--- config.mk ---
export PLATFORM = sky130hd
export DESIGN_NAME = serial_tx
export DESIGN_NICKNAME = d
export VERILOG_FILES = /design/src/rtl/serial_pkg.sv /design/src/rtl/sync_fifo.sv /design/src/rtl/serial_tx.sv
export SDC_FILE = /design/constraint.sdc
export NUM_CORES = 1
export LEC_CHECK = 0
export ABC_AREA = 1
export CAP_MARGIN = 5
export CORE_ASPECT_RATIO = 0.8
export CORE_UTILIZATION = 35
export CTS_CLUSTER_DIAMETER = 150
export DETAILED_ROUTE_END_ITERATION = 8
export GPL_TIMING_DRIVEN = 0
export PLACE_DENSITY = 0.58
export REMOVE_ABC_BUFFERS = 1
export SETUP_SLACK_MARGIN = 0.2
export SYNTH_ARGS = -nofsm -noshare
export SYNTH_HDL_FRONTEND = slang
export SYNTH_SLANG_ARGS = --single-unit
--- constraint.sdc ---
create_clock -name clock_160 -period 3.1 [get_ports clock_160]
set_clock_uncertainty 0.05 [all_clocks]
set_input_delay 0.62 -clock clock_160 [delete_from_list [all_inputs] [get_ports clock_160]]
set_output_delay 0.62 -clock clock_160 [all_outputs]
set_load 0.1 [all_outputs]
--- src/rtl/serial_pkg.sv ---
// Shared types and helpers for the serial transmitter and its FIFO.
package serial_pkg;

  typedef enum logic [1:0] {IDLE, START, DATA, STOP} serial_tx_state_t;

  // Clock cycles per bit, rounded to the nearest integer.
  function automatic int baud_div(input int clk_hz, input int baud);
    return (clk_hz + baud / 2) / baud;
  endfunction

endpackage

--- src/rtl/sync_fifo.sv ---
// Single-clock FIFO with pointer wrap and an explicit occupancy count.
// Head data is presented combinationally so a pop and a load can happen on the same edge.
module sync_fifo #(
  parameter int WIDTH = 8,
  parameter int DEPTH = 16
) (
  input  logic                     i_clk,
  input  logic                     i_rst_n,
  input  logic                     i_push,
  input  logic [WIDTH-1:0]         i_data,
  input  logic                     i_pop,
  output logic [WIDTH-1:0]         o_data,
  output logic [$clog2(DEPTH):0]   o_count,
  output logic                     o_full,
  output logic                     o_empty
);

  localparam int AW = $clog2(DEPTH);

  if (DEPTH < 2 || (1 << AW) != DEPTH) begin : g_bad_depth
    $error("sync_fifo: DEPTH must be a power of two and at least 2");
  end

  logic [WIDTH-1:0] r_mem [DEPTH];
  logic [AW-1:0]    r_wr_ptr;
  logic [AW-1:0]    r_rd_ptr;
  logic [AW:0]      r_count;
  logic             w_push;
  logic             w_pop;

  // A full FIFO refuses a push even if a pop happens on the same edge.
  assign w_push  = i_push & ~o_full;
  assign w_pop   = i_pop & ~o_empty;
  assign o_full  = (r_count == (AW+1)'(DEPTH));
  assign o_empty = (r_count == '0);
  assign o_count = r_count;
  assign o_data  = r_mem[r_rd_ptr];

  // Storage write; contents need no reset since the count gates every read.
  always_ff @(posedge i_clk) begin
    if (w_push) r_mem[r_wr_ptr] <= i_data;
  end

  // Pointers wrap naturally at the power-of-two depth; count tracks occupancy.
  always_ff @(posedge i_clk or negedge i_rst_n) begin
    if (!i_rst_n) begin
      r_wr_ptr <= '0;
      r_rd_ptr <= '0;
      r_count  <= '0;
    end else begin
      if (w_push) r_wr_ptr <= r_wr_ptr + 1'b1;
      if (w_pop)  r_rd_ptr <= r_rd_ptr + 1'b1;
      case ({w_push, w_pop})
        2'b10:   r_count <= r_count + 1'b1;
        2'b01:   r_count <= r_count - 1'b1;
        default: r_count <= r_count;
      endcase
    end
  end

endmodule

--- src/rtl/serial_tx.sv ---
// Buffered 8N1 serial transmitter: FIFO front end, then start/data/stop framing
// at a fixed integer baud divisor. Back-to-back bytes are sent with no idle gap.
module serial_tx
  import serial_pkg::*;
#(
  parameter int CLK_HZ     = 160_000_000,
  parameter int BAUD       = 115_200,
  parameter int FIFO_DEPTH = 16,
  parameter int STOP_BITS  = 1
) (
  input  logic                          clock_160,
  input  logic                          inp_resn,
  input  logic [7:0]                    tx_data,
  input  logic                          tx_valid,
  output logic                          tx_ready,
  output logic                          tx_out,
  output logic                          tx_busy,
  output logic [$clog2(FIFO_DEPTH):0]   fifo_count
);

  localparam int DIV = baud_div(CLK_HZ, BAUD);
  localparam int CW  = (DIV < 2) ? 1 : $clog2(DIV);
  localparam logic [CW-1:0] DIV_M1    = CW'(DIV - 1);
  localparam logic [2:0]    STOP_LAST = 3'(STOP_BITS - 1);

  if (DIV < 2) begin : g_bad_div
    $error("serial_tx: baud divisor must be at least 2");
  end
  if (STOP_BITS != 1 && STOP_BITS != 2) begin : g_bad_stop
    $error("serial_tx: STOP_BITS must be 1 or 2");
  end

  serial_tx_state_t r_state, w_state;
  logic [CW-1:0]    r_baud, w_baud;
  logic [2:0]       r_bit, w_bit;
  logic [7:0]       r_shift, w_shift;
  logic             r_tx, w_tx;
  logic             w_pop;
  logic             w_full;
  logic             w_empty;
  logic [7:0]       w_head;
  logic             w_baud_end;

  sync_fifo #(.WIDTH(8), .DEPTH(FIFO_DEPTH)) u_fifo (
    .i_clk   (clock_160),
    .i_rst_n (inp_resn),
    .i_push  (tx_valid),
    .i_data  (tx_data),
    .i_pop   (w_pop),
    .o_data  (w_head),
    .o_count (fifo_count),
    .o_full  (w_full),
    .o_empty (w_empty)
  );

  assign tx_ready   = ~w_full;
  assign tx_out     = r_tx;
  assign tx_busy    = (r_state != IDLE) | (fifo_count != '0);
  assign w_baud_end = (r_baud == DIV_M1);

  // Framing state machine: next state, counters, shift register and line level.
  always_comb begin
    w_state = r_state;
    w_baud  = r_baud;
    w_bit   = r_bit;
    w_shift = r_shift;
    w_tx    = r_tx;
    w_pop   = 1'b0;
    case (r_state)
      IDLE: begin
        w_baud = '0;
        w_bit  = '0;
        w_tx   = 1'b1;
        if (!w_empty) begin
          w_pop   = 1'b1;
          w_shift = w_head;
          w_tx    = 1'b0;
          w_state = START;
        end
      end
      START: begin
        if (w_baud_end) begin
          w_state = DATA;
          w_baud  = '0;
          w_bit   = '0;
          w_tx    = r_shift[0];
        end else begin
          w_baud = r_baud + 1'b1;
        end
      end
      DATA: begin
        if (w_baud_end) begin
          w_baud = '0;
          if (r_bit == 3'd7) begin
            w_state = STOP;
            w_bit   = '0;
            w_tx    = 1'b1;
          end else begin
            w_bit   = r_bit + 1'b1;
            w_shift = r_shift >> 1;
            w_tx    = r_shift[1];
          end
        end else begin
          w_baud = r_baud + 1'b1;
        end
      end
      STOP: begin
        if (w_baud_end) begin
          w_baud = '0;
          if (r_bit == STOP_LAST) begin
            w_bit = '0;
            // Chain straight into the next start bit when more data is queued.
            if (!w_empty) begin
              w_pop   = 1'b1;
              w_shift = w_head;
              w_tx    = 1'b0;
              w_state = START;
            end else begin
              w_tx    = 1'b1;
              w_state = IDLE;
            end
          end else begin
            w_bit = r_bit + 1'b1;
          end
        end else begin
          w_baud = r_baud + 1'b1;
        end
      end
      default: begin
        w_state = IDLE;
        w_tx    = 1'b1;
      end
    endcase
  end

  // State and datapath registers; reset forces the line high immediately.
  always_ff @(posedge clock_160 or negedge inp_resn) begin
    if (!inp_resn) begin
      r_state <= IDLE;
      r_baud  <= '0;
      r_bit   <= '0;
      r_shift <= '0;
      r_tx    <= 1'b1;
    end else begin
      r_state <= w_state;
      r_baud  <= w_baud;
      r_bit   <= w_bit;
      r_shift <= w_shift;
      r_tx    <= w_tx;
    end
  end

endmodule

==> results.yml <==
timing:
  setup_ws_ns: 0.323
  setup_viol: 0
  tightest_slew_ns: 0.982
  period_needed_ns: 2.78
  max_freq_ghz: 0.360
  hold_ws_ns: 0.0669
  maxSlewViolCount: 0
  rsz0062_at_grt: "yes"
  hold_viol: 0
  slew_headroom: 0.343
  final.period_utilization: 0.896
floorplan:
  placementRows: 47
  die_w_um: 167
  start_util: 0.362
  io-pin-count: 19
  die_h_um: 134
  die_area_um2: 22300
  coreArea_um2: 21000
critical_path:
  critPathArrivalTime_ns: 2.11
  critPathTopFamily: "buffers and inverters"
  worst_path_max_delay_cell: "clkdlybuf4s50_1"
  r2r_slack_ns: 0.42
  ff2ff_path_depth: 18
  path_cells: "clkdlybuf4s50_1"
  critPathMaxFanout: 2
  cp_slowest_stage_delay_ns: 1.14
  worst-path-buf-inv: 1
  cp.required_ns: 2.43
  rr_startpoint: "r_baud[0]"
  r2r_end: "u_fifo.o_count[4]"
  startpoint_type: "flip-flop"
  path_class: "reg2out"
  endpoint_kind: "output port"
logic_synthesis:
  ys_seq_elements: 166
  ys.warnings.count: 0
  syn_avg_cell_area_um2: 9.82
  synthAdderAreaFrac: 0.0322
  synth_top_family_by_area: "simple AND/OR/NAND/NOR gates"
  synthDistinctLibCells: 32
  synth-simple-area-share: 0.232
  synth_compound_area_frac: 0.0235
  synth.area.mux_share: 0
  syn_area_um2: 7610
  netlist_instances: 775
  synth_xor_area_frac: 0.0138
  yosysSeqAreaShare: 0.630
cts:
  insertion_delay_ns: 0.43
  cts.clk_slew.worst_paths_ns: 0.07
  htree_levels: 4
  clockRootBuffer: "clkbuf_16"
  numClockSinks: 166
  cts_hold_buffers: 0
  cts_tree: "done"
  clock_path_buffers: 2
  cts_buffers: 17
job:
  maxCapViolCount: 0
grt:
  grt_max_degree: 64
  track_usage: 0.160
  antenna_found_initial: 0
  grt_pass1_wl_um: 26800
  grt_pass1_vias: 5053
  grt_remaining_overflow: 0
finish:
  design_area_um2: 8640
  drive_gt1_frac: 0.0772
  synthToLayoutAreaGrowth_pct: 13.5
  layout.cells.non_filler: 1072
  diodes: 0
  finalNetCount: 820
run_status:
  status: "finished clean"
detailed_routing:
  wl_met2_um: 7290
  viasPerCell: 4.72
  met3_length_um: 510
  ant_nets: 0
  routed.top_layer: "met4"
  dr_total_vias: 5062
  wl_per_cell_um: 15.3
  drt-pass1-iter-count: 5
  routedLengthMet1_um: 8310
  drc: 0
  routed_wl_um: 16400
  first_iter_violations: 385
placement:
  placed_cells: 1037
  io_buffers: 18
  place.gp.congestion: 0.767
  hpwlAfterDp_um: 10200
  placed_cell_area_um2: 8020
  pre_cts_ws_ns: 0.0920
power_and_ir_drop:
  total_power_mw: 5.59
  vdd_drop_max_mv: 0.359
  p_leak_nw: 3.67
  power.density_nw_per_um2: 647
min_path:
  holdCritPathClass: "in2async"
==> per-layer routing <==
metal,vias up,GRT usage
met5,-,0
li1,2557,-
met1,2407,0.226
met2,76,0.245
met4,0,0.0612
met3,22,0.0274
==> cells in the mapped netlist <==
library cell  instances  area [µm²]
a21oi_1              12        60.1
a31oi_1               2        12.5
buf_1                 3        11.3
buf_2                16        80.1
buf_4                 1        7.51
buf_6                 3        33.8
clkbuf_1              4        15.0
clkinv_1              1        3.75
dfrtp_1              37         926
dfstp_2               1        26.3
edfxtp_1            128        3840
fa_1                  1        20.0
ha_1                 18         225
inv_1                91         342
inv_2                 6        22.5
nand2_1             249         935
nand2_2               4        25.0
nand3_1              90         450
nand3_2               1        10.0
nand3_4               2        35.0
nand4_1               4        25.0
nor2_1               58         218
nor2_2                2        12.5
nor3_1                6        30.0
nor3_2                2        20.0
o211ai_1              1        7.51
o21ai_0               9        45.0
o21ai_1               9        45.0
o21ai_2               1        8.76
or2_4                 1        8.76
xnor2_1               6        52.6
xor2_1                6        52.6
==> power by group <==
group / total, mW / switching [mW] / internal [mW] / leakage [nW]
registers: 2.73 / 0.0959 / 2.63 / 1.62
logic: 0.810 / 0.611 / 0.199 / 1.76
clock network: 2.05 / 0.898 / 1.15 / 0.286
==> final cells by class <==
cell class,instances,area [µm²]
fill,2000,12400
sequential,166,4800
multi-input combinational,484,2320
clock buffer,21,493
inverter,98,370
tap,269,337
timing repair buffer,23,241
clock inverter,11,83.8
==> cells in the final DEF (no fill, tap or decap), types with 12 or more instances in the layout <==
| cell | count |
|---|---|
| a21oi_1 | 12 |
| clkbuf_16 | 19 |
| clkdlybuf4s50_1 | 15 |
| dfrtp_1 | 34 |
| edfxtp_1 | 128 |
| ha_1 | 17 |
| inv_1 | 91 |
| nand2_1 | 249 |
| nand3_1 | 90 |
| nor2_1 | 58 |
==> flip-flops by register name (all words and copies together) (netlist names) <==
register	count
tx_out	1
u_fifo.r_wr_ptr	4
r_bit	3
u_fifo.r_mem	128
u_fifo.o_count	5
r_shift	8
r_state	2
r_baud	11
u_fifo.r_rd_ptr	4
==> worst max-delay path by stage <==
stage                                  start                end  slack (ns)  depth (start not counted)
after floorplan            u_fifo.o_count[4]  u_fifo.o_count[4]       -0.64                         12
after global placement    u_fifo.r_rd_ptr[0]         r_shift[4]       -1.39                          9
after detailed placement           r_baud[0]  u_fifo.o_count[4]        0.09                         18
after CTS                  u_fifo.o_count[1]           tx_ready        0.20                          3
after global routing               r_baud[0]  u_fifo.o_count[4]        0.11                         18
final                                 tx_out             tx_out        0.32                          1
==> kinds of logic after synthesis <==
family | Yosys count
compound gates | 34
xor+xnor | 12
simple gates | 419
fa+ha+maj | 19
flops | 166
buf+inv | 125
==> repair_timing <==
| item | 4_1_cts | 5_1_grt |
|---|---|---|
| endpoints found under the hold margin | 0 | 0 |
| cloned | 0 | 0 |
| setup buffers | 0 | 3 |
| pin swaps | 0 | 2 |
| endpoints found under the setup margin | 5 | 10 |
| gates resized for setup | 6 | 5 |
==> metrics by stage <==
step	utilization	setup TNS [ns]
final	0.412	0
after global routing	0.412	0
after CTS	0.410	0
after detailed placement	0.382	0
after global placement	0.380	-11.47
after floorplan	-	-17.00
Power figures use the tool's default switching activity.
